`config.mk`:
```
export PLATFORM = sky130hd
export DESIGN_NAME = fetch_queue
export DESIGN_NICKNAME = d
export VERILOG_FILES = /design/src/rtl/fetch_queue.sv
export SDC_FILE = /design/constraint.sdc
export NUM_CORES = 1
export LEC_CHECK = 0
export ABC_AREA = 1
export BUFFER_PORTS_ARGS = -buffer_cell sky130_fd_sc_hd__buf_2
export CELL_PAD_IN_SITES_DETAIL_PLACEMENT = 0
export CELL_PAD_IN_SITES_GLOBAL_PLACEMENT = 1
export CORE_ASPECT_RATIO = 0.6
export CORE_UTILIZATION = 46
export CTS_CLUSTER_SIZE = 28
export DETAILED_ROUTE_END_ITERATION = 8
export GPL_TIMING_DRIVEN = 0
export PLACE_DENSITY = 0.86
export SLEW_MARGIN = 10
export SYNTH_ARGS = -nofsm -noshare
export SYNTH_HDL_FRONTEND = slang
export SYNTH_SLANG_ARGS = --single-unit
```
`constraint.sdc`:
```
create_clock -name clock -period 4.7 [get_ports clock]
set_input_delay 0.235 -clock clock [delete_from_list [all_inputs] [get_ports clock]]
set_output_delay 0.235 -clock clock [all_outputs]
set_load 0.01 [all_outputs]
```
`src/rtl/fetch_queue.sv`:
```
// Fetch-to-Decode instruction queue: FWFT circular buffer; a pushed entry is visible one cycle later.
// Backpressure: in_ready low whenever full (registered state only); flush empties it in one cycle.
module fetch_queue #(
  parameter int PC_WIDTH    = 8,
  parameter int INSTR_WIDTH = 32,
  parameter int DEPTH       = 4
) (
  input  logic                     clock,
  input  logic                     reset,
  input  logic                     flush,
  input  logic                     in_valid,
  input  logic [PC_WIDTH-1:0]      in_pc,
  input  logic [INSTR_WIDTH-1:0]   in_instr,
  output logic                     in_ready,
  output logic                     out_valid,
  output logic [PC_WIDTH-1:0]      out_pc,
  output logic [INSTR_WIDTH-1:0]   out_instr,
  input  logic                     out_ready,
  output logic [$clog2(DEPTH):0]   count
);

  localparam int AW = $clog2(DEPTH);
  localparam int CW = AW + 1;

  logic [PC_WIDTH-1:0]    r_pc    [DEPTH];
  logic [INSTR_WIDTH-1:0] r_instr [DEPTH];
  logic [AW-1:0]          r_rd_ptr;
  logic [AW-1:0]          r_wr_ptr;
  logic [CW-1:0]          r_count;

  logic w_full;
  logic w_empty;
  logic w_push;
  logic w_pop;

  assign w_full  = (r_count == CW'(DEPTH));
  assign w_empty = (r_count == '0);

  // Full refuses a push even when Decode pops the same cycle, keeping in_ready off the out_ready path.
  assign in_ready  = ~w_full;
  assign out_valid = ~w_empty;
  assign w_push    = in_valid & ~w_full & ~flush;
  assign w_pop     = ~w_empty & out_ready & ~flush;

  assign out_pc    = w_empty ? '0 : r_pc[r_rd_ptr];
  assign out_instr = w_empty ? '0 : r_instr[r_rd_ptr];
  assign count     = r_count;

  always_ff @(posedge clock) begin
    if (reset) begin
      r_rd_ptr <= '0;
      r_wr_ptr <= '0;
      r_count  <= '0;
      for (int i = 0; i < DEPTH; i++) begin
        r_pc[i]    <= '0;
        r_instr[i] <= '0;
      end
    end else if (flush) begin
      r_rd_ptr <= '0;
      r_wr_ptr <= '0;
      r_count  <= '0;
    end else begin
      if (w_push) begin
        r_pc[r_wr_ptr]    <= in_pc;
        r_instr[r_wr_ptr] <= in_instr;
        r_wr_ptr          <= r_wr_ptr + AW'(1);
      end
      if (w_pop) begin
        r_rd_ptr <= r_rd_ptr + AW'(1);
      end
      if (w_push && !w_pop) begin
        r_count <= r_count + CW'(1);
      end else if (w_pop && !w_push) begin
        r_count <= r_count - CW'(1);
      end
    end
  end

endmodule
```
Word level (Yosys, flattened, before mapping)
Memory sizes are Yosys's and may differ from the RTL's. A register that Yosys moved wholly into a read port is not among the register bits.
Cells that the tools add are included.
{"block": "classes", "order_cmp": 0, "muxes": 20, "bitwise_logic": 7, "eq_ne": 1, "div": 0, "multipliers": 0, "n_reduce_logical": 9, "addsub": 4, "shifts": 0}
{"operator": "32-bit 2-to-1 mux", "count": 2}
{"operator": "32-bit OR reduction", "count": 1}
{"operator": "8-bit 2-to-1 mux", "count": 2}
{"operator": "2-bit 2-to-1 mux", "count": 6}
{"operator": "1-bit 2-to-1 mux", "count": 8}
{"operator": "8-bit OR reduction", "count": 1}
{"operator": "3-bit 2-to-1 mux", "count": 2}
{"operator": "2-bit by 1-bit adder with 2-bit output (second input constant)", "count": 2}
{"operator": "1-bit bitwise AND", "count": 4}
{"operator": "3-bit by 1-bit adder with 3-bit output (second input constant)", "count": 1}
{"operator": "3-bit equality test (second input constant)", "count": 1}
{"operator": "3-bit zero test", "count": 1}
{"operator": "1-bit NOT", "count": 3}
{"operator": "3-bit by 1-bit subtractor with 3-bit output (second input constant)", "count": 1}
{"operator": "1-bit logical AND", "count": 2}
{"operator": "1-bit zero test", "count": 2}
{"operator": "2-bit nonzero test", "count": 1}
{"operator": "2-bit OR reduction", "count": 1}
{"block": "totals", "ramBits": 160, "latchBits": 0, "rom_bits": 0, "reg_bits": 7, "inputBits": 45, "mem_count": 2}
{"memory": "r_instr", "words": 4, "word_bits": 32, "read_ports": 1, "rd_ports_with_merged_regs": 1, "wr": 4, "line": "26", "text": "logic [INSTR_WIDTH-1:0] r_instr [DEPTH];"}
{"memory": "r_pc", "words": 4, "word_bits": 8, "read_ports": 1, "rd_ports_with_merged_regs": 1, "wr": 4, "line": "25", "text": "logic [PC_WIDTH-1:0] r_pc [DEPTH];"}

Depth between registers and ports, before layout
Gate-level depths: netlist of run 1.
{"block": "logic_depth", "ltp_word": 10, "depth_mapped": 13}

Least setup slack after synthesis of run 1
No wires, ideal clock.
{"block": "synth_timing", "path_type": "reg-to-reg", "startpoint": "register r_count[0] (netlist: count[0])", "endpoint": "memory r_instr[1][0], enable pin", "setup_slack_ps": 534, "stages_incl_launch_ff": 5, "arrival_time_ps": 3673, "setup_ps": 493, "path_cell_list": "dfxtp_1 nor2_1 nand2_4 nand3_1 o21ai_0"}
{"item": "start: declaration", "line": "29", "text": "logic [CW-1:0] r_count;"}
{"item": "start signal: assignment", "line": "72", "text": "r_count <= r_count + CW'(1);"}
{"item": "start signal: assignment", "line": "74", "text": "r_count <= r_count - CW'(1);"}
{"item": "end: declaration", "line": "26"}

==> metrics.cfg, run 1 <==
[cells_and_area]
multi_input_area_sq_um = 2460
syn_to_final_growth_pct = 19.0
num_antenna_cells = 0
n_fill_cell = 1423
fin_nets = 923
drive_above_1_share = 0.250
fin_cells = 1117
seqCellArea_sq_um = 4980

[floorplan]
dieArea_sq_um = 17700
ios = 90
die_h_um = 103
core_sq_um = 16500
start_util = 0.478
row_count = 36
die_width_um = 171

[logic_synthesis]
synth_top_cell_area_share = 0.609
synth_seq_cells = 169
postSynthAreaPerCell_sq_um = 10.4
ys_types = 25
syn-cell-area_sq_um = 7890
synth_top_area_cell = edfxtp_1
ys.flop_type = edfxtp_1
syn-num-nets = 808
synthArstFlopShare = 0
yosys_warnings = 0
syn_inst = 761
synth_edf_count = 160
synth-seq-area-share = 0.632
synth_area_leaders = edfxtp_1, nor2_1, nand2_4

[placed_design]
post-dp-hpwl_mm = 12.2
port_buffers = 89
place_inst = 1085
gp_congestion = 0.813

[routing]
via_per_inst = 4.95
first_pass_iters = 4
wl_per_cell_um = 16.3
route.detailed.drc = 0
vias = 5525
drt_iter0_drc = 463
antenna_left = 0
drt_wl_total_mm = 18.2

[timing]
fin_crit_ps = 2360
hold_viol = 0
fin_tns_setup_ps = 0
max_slew_margin = 0.541
finalCritPeriodShare = 0.502
worst_pin_slew_ps = 686
finalSetupViolCount = 0
drv_slew = 0
fmax_mhz = 424
rsz0062_at_grt = false
finalClockSkew_ps = 9.49

[job]
drv_cap = 0

[clock_network]
cts_buffers = 17
clkSlewWorstSetupHoldPaths_ps = 70
cts-resized-gates = 0
cts_hold_buf = 0
cts_tree = yes
htreeDepth = 4
insertion_delay_ps = 420
cts-root-buf = clkbuf_16
clock-sinks = 169
cts_setup_buffers = 0
cts_max_path_buffers = 2

[status]
outcome = complete, no violations

[setup_path]
cp-start-kind = flip-flop
reg2regPathDepth = 13
cp.arrival_ps = 2120
critPathKind = reg2out
crit_fanout = 10
end_kind = output port
crit_required_ps = 4470

[power]
p_per_area_nw_per_um2 = 353
p_leak_uw = 0.00405
vdd_drop_max_mv = 0.206

[hold_path]
whs_path_depth = 3
hp-class = in2reg

[grt]
first_global_vias = 5053
grt_max_degree = 26
antenna_found_initial = 0
grt_pass1_wl_mm = 28.1
grt_usage = 0.220
grt-ovfl-total = 0

==> metrics by stage <==
stage	total power, uW	cell area [sq um]	hold WS (ps)	worst slack, ps	util
finish	3310	9380	109	2340	0.569
global route	3420	9380	104	2180	0.569
CTS	3320	9380	97.7	2290	0.569
detailed placement	2050	8840	501	2460	0.536
global placement	2030	8620	494	-1790	0.523
floorplan	1920	7890	389	534	-
==> final cells by class <==
cell class / count / share of cell area
well taps: 228 / 0.0304
inverters: 56 / 0.0227
clock inverters: 15 / 0.0127
multi-input cells: 490 / 0.263
repair buffers: 96 / 0.0672
clock buffers: 17 / 0.0453
plain buffers: 46 / 0.0280
flip-flops and latches: 169 / 0.531
==> synthesized netlist by cell type (4+ instances only) <==
cell type	count
o21ai_0	69
o21ai_1	14
nand2_1	23
nor2_2	23
clkbuf_1	20
buf_1	4
inv_1	54
buf_12	4
nor2_1	265
nand3_1	5
buf_2	17
a21oi_1	44
dfxtp_1	9
nand2_4	40
edfxtp_1	160
==> layout by cell type (no fill, tap or decap) <==
master | netlist | layout
nor2_1 | 265 | 265
edfxtp_1 | 160 | 160
buf_2 | 17 | 106
o21ai_0 | 69 | 66
inv_1 | 54 | 54
a21oi_1 | 44 | 44
nand2_4 | 40 | 40
nor2_2 | 23 | 23
nand2_1 | 23 | 22
clkbuf_1 | 20 | 20
clkbuf_16 | 0 | 17
o21ai_1 | 14 | 14
dfxtp_1 | 9 | 9
buf_16 | 0 | 6
nand3_1 | 5 | 5
buf_12 | 4 | 5
clkinvlp_4 | 0 | 5
buf_1 | 4 | 4
clkinv_4 | 0 | 4
o21ai_4 | 0 | 3
inv_6 | 0 | 3
nand2_2 | 1 | 2
inv_2 | 1 | 1
nor2_4 | 1 | 1
inv_4 | 1 | 1
nor2_8 | 1 | 1
nand4_2 | 1 | 1
buf_4 | 1 | 1
xor2_1 | 1 | 1
fa_1 | 1 | 1
ha_1 | 1 | 1
clkinv_2 | 0 | 1
clkinv_1 | 0 | 1
inv_8 | 0 | 1
==> report_power, final <==
part | internal, uW | switching [uW] | total (uW)
sequential | 1710 | 16.8 | 1730
combinational | 94.3 | 196 | 291
clock | 684 | 610 | 1290
==> cells by family after synthesis <==
group                      share of synthesized area
buffers and inverters                         0.0603
xor gates and xnor gates                     0.00111
and+or+nand+nor                                0.222
adders and majority gates                    0.00412
AOI/OAI and AO/OA                             0.0806
DFF                                            0.632
==> metal layers <==
layer / wire length, um / share of wire / track usage / vias up
li1: - / - / - / 2730
met1: 9090 / 0.50 / 0.335 / 2564
met2: 7450 / 0.41 / 0.319 / 214
met3: 1450 / 0.080 / 0.0449 / 17
met4: 202 / 0.011 / 0.0584 / 0
met5: 0 / 0 / 0 / -
==> worst paths after layout <==
| check | from | end | slack, ps |
|---|---|---|---|
| setup / recovery | flip-flop | out_instr[27] | 2340 |
| hold / removal | in_instr[20] | r_instr[3][20]$_DFFE_PP_ | 110 |
| hold reg to reg | r_rd_ptr[0]$_SDFFE_PP0P_ | r_rd_ptr[0]$_SDFFE_PP0P_ | 520 |
| setup reg to reg | count[0]$_SDFFE_PP0P_ | count[2]$_SDFFE_PP0P_ | 2440 |
==> critical path, cell delays in order, from the launching register on <==
cell      delay [ps]
dfxtp_1          290
buf_2            160
inv_2            130
clkbuf_1         460
o21ai_0          190
a21oi_1          280
buf_2            190
==> registers in the layout (all words and copies together) (netlist names), named ones only <==
signal / count
count: 3
r_wr_ptr: 2
r_rd_ptr: 2
r_pc: 32
r_instr: 128
(Power assumes the default switching activity.)
==> inputs of run 2 (changes only) <==
==> constraint.sdc (replaced) <==
create_clock -name clock -period 2.4 [get_ports clock]
set_input_delay 0.12 -clock clock [delete_from_list [all_inputs] [get_ports clock]]
set_output_delay 0.12 -clock clock [all_outputs]
set_load 0.01 [all_outputs]
==> run 2 against run 1 <==
Against the previous run: cell area rose by 2.2%; highest routed layer unchanged; utilization increased by 1.2 points; combinational power rose by 100%; critical endpoint is now out_instr[17]; critical path depth unchanged.
==> metrics.cfg, run 2 (synthesis gave the netlist of run 1 again) <==
[status]
outcome = complete, no violations

[clock_network]
cts_buffers = 17  ; unchanged
cts_tree = yes
cts_max_path_buffers = 2  ; unchanged
htreeDepth = 4  ; unchanged
insertion_delay_ps = 430  ; about the same
cts-root-buf = clkbuf_16
clkSlewWorstSetupHoldPaths_ps = 70  ; about the same
clock-sinks = 169  ; unchanged

[routing]
first_pass_iters = 5  ; +1
drt_iter0_drc = 479  ; +3.5%
drt_wl_total_mm = 18.4  ; +0.92%
via_per_inst = 4.90  ; -0.91%
wl_per_cell_um = 16.2  ; -0.59%
vias = 5558  ; +0.60%
route.detailed.drc = 0  ; unchanged
antenna_left = 0  ; unchanged

[cells_and_area]
largest_reg_flops = 128  ; unchanged
mostFrequentLayoutCells = nor2_1, edfxtp_1, buf_2
drive_above_1_share = 0.249  ; -0.000271
num_antenna_cells = 0  ; unchanged
final_common_cell = nor2_1
fin_cells = 1134  ; +1.5%
syn_to_final_growth_pct = 21.5
fin_nets = 940  ; +1.8%
n_fill_cell = 1437  ; +0.98%
top_register = r_instr

[setup_path]
cp_top_family = buffers and inverters
end_kind = output port
cp-start-kind = flip-flop
critPathSlowestCell = clkbuf_1
critPathKind = reg2out
r2r-end = r_instr[0][17]$_SDFFCE_PN0P_
crit_fanout = 10  ; unchanged
slowest_delay_ps = 450  ; about the same
rrSetupSlack_ps = 210  ; -2230 ps
crit_path_frequent_cell = buf_2
crit_required_ps = 2280  ; -2190 ps
path_cells = buf_2 -> inv_2 -> clkbuf_1 -> o21ai_0 -> a21oi_1 -> buf_2
cp_num_buf_inv = 4  ; unchanged
reg2regPathDepth = 6  ; -7
cp.arrival_ps = 2070  ; -50 ps
r2r-start = count[0]$_SDFFE_PP0P_

[hold_path]
hp-class = in2reg
whs_path_depth = 3  ; unchanged
whs_endpoint = r_pc[3][6]$_DFFE_PP_
worstHoldStart = in_pc[6]

[timing]
max_slew_margin = 0.517  ; -0.0238
worst_pin_slew_ps = 724  ; +38.3 ps
rsz0062_at_grt = false
finalClockSkew_ps = 10.6  ; +1.16 ps
drv_slew = 0  ; unchanged
finalSetupViolCount = 0  ; unchanged
fin_crit_ps = 2190
hold_viol = 0  ; unchanged
whs_ps = 2.13  ; -107 ps
fmax_mhz = 457
finalCritPeriodShare = 0.911

[floorplan]
start_util = 0.478  ; unchanged
die_width_um = 171  ; unchanged
row_count = 36  ; unchanged
dieArea_sq_um = 17700  ; unchanged
ios = 90  ; unchanged
core_sq_um = 16500  ; unchanged
die_h_um = 103  ; unchanged

[power]
vdd_drop_max_mv = 0.394  ; +91%
p_leak_uw = 0.00416  ; +2.7%
p_per_area_nw_per_um2 = 704  ; +99%
total_power_uw = 6740  ; +100%

[grt]
grt_pass1_wl_mm = 28.5  ; +1.5%
grt-ovfl-total = 0  ; unchanged
grt_usage = 0.223  ; +0.00301
antenna_found_initial = 0  ; unchanged
grt_max_degree = 23  ; -12%
first_global_vias = 5233  ; +3.6%

[placed_design]
place_inst = 1084  ; -0.092%
gp_congestion = 0.798  ; -1.8%
post-dp-hpwl_mm = 12.0  ; -1.7%
port_buffers = 89  ; unchanged

[job]
drv_cap = 0  ; unchanged

==> run 2: changes by cell type in the layout (fill, tap and decap cells not counted), sizes merged <==
| cell | previous run | this run |
|---|---|---|
| bufinv | 0 | 2 |
| inv | 60 | 62 |
| clkinvlp | 5 | 1 |
| dlygate4sd3 | 0 | 15 |
| buf | 122 | 124 |
==> run 2: cell type report <==
type	instances	area [sq um]	area share
flip-flops and latches	169	4980	0.520
plain buffers	46	263	0.0274
clock inverters	15	164	0.0171
well taps	228	285	0.0298
clock buffers	17	425	0.0444
multi-input cells	490	2470	0.258
repair buffers	113	783	0.0817
inverters	56	213	0.0222
==> run 2: worst register-to-register path: stages, from the launching register on <==
cell     delay (ps)
dfxtp_1         360
nor2_1          240
nand2_4         110
nand4_2         180
buf_2           310
nand2_2         410
buf_16          320
==> run 2: power breakdown <==
| group | internal [uW] | switching [uW] | total (uW) | leakage [uW] |
|---|---|---|---|---|
| combinational | 200 | 386 | 586 | 0.00213 |
| clock | 1560 | 1220 | 2780 | 0.000291 |
| sequential | 3350 | 33.3 | 3380 | 0.00174 |
==> run 2: worst max-delay path by stage <==
stage | startpoint | to | slack [ps] | depth (start not counted)
6_report | flip-flop | out_instr[17] | 210 | 6
5_1_grt | flip-flop | out_instr[17] | 20 | 6
4_1_cts | count[0]$_SDFFE_PP0P_ | r_pc[3][4]$_DFFE_PP_ | 40 | 6
3_5_place_dp | count[0]$_SDFFE_PP0P_ | r_pc[3][3]$_DFFE_PP_ | 70 | 6
3_3_place_gp | count[0]$_SDFFE_PP0P_ | r_instr[3][4]$_DFFE_PP_ | -2140 | 4
2_1_floorplan | count[0]$_SDFFE_PP0P_ | r_instr[2][0]$_SDFFCE_PN0P_ | -700 | 4
==> run 2: through the flow <==
step,setup slack (ps),cell area (sq um),utilization,TNS (ps)
2_1_floorplan,-702,7890,-,-84200
3_3_place_gp,-2140,8620,0.523,-273160
3_5_place_dp,73.1,8810,0.534,0
4_1_cts,42.3,9550,0.579,0
5_1_grt,15.2,9590,0.582,0
6_report,213,9590,0.582,0
==> run 2: per-layer routing <==
layer / global-route usage / vias to the layer above / wire length, um
li1: - / 2772 / -
met1: 0.318 / 2587 / 8390
met2: 0.355 / 186 / 8270
met3: 0.0495 / 13 / 1560
met4: 0.0412 / 0 / 145
met5: 0 / - / 0
==> run 2: repair_timing <==
action,in CTS,in global routing
setup endpoints to repair,0,36
resized for setup,0,1
hold buffers,15,0
setup buffers,0,3
hold endpoints to repair,15,0
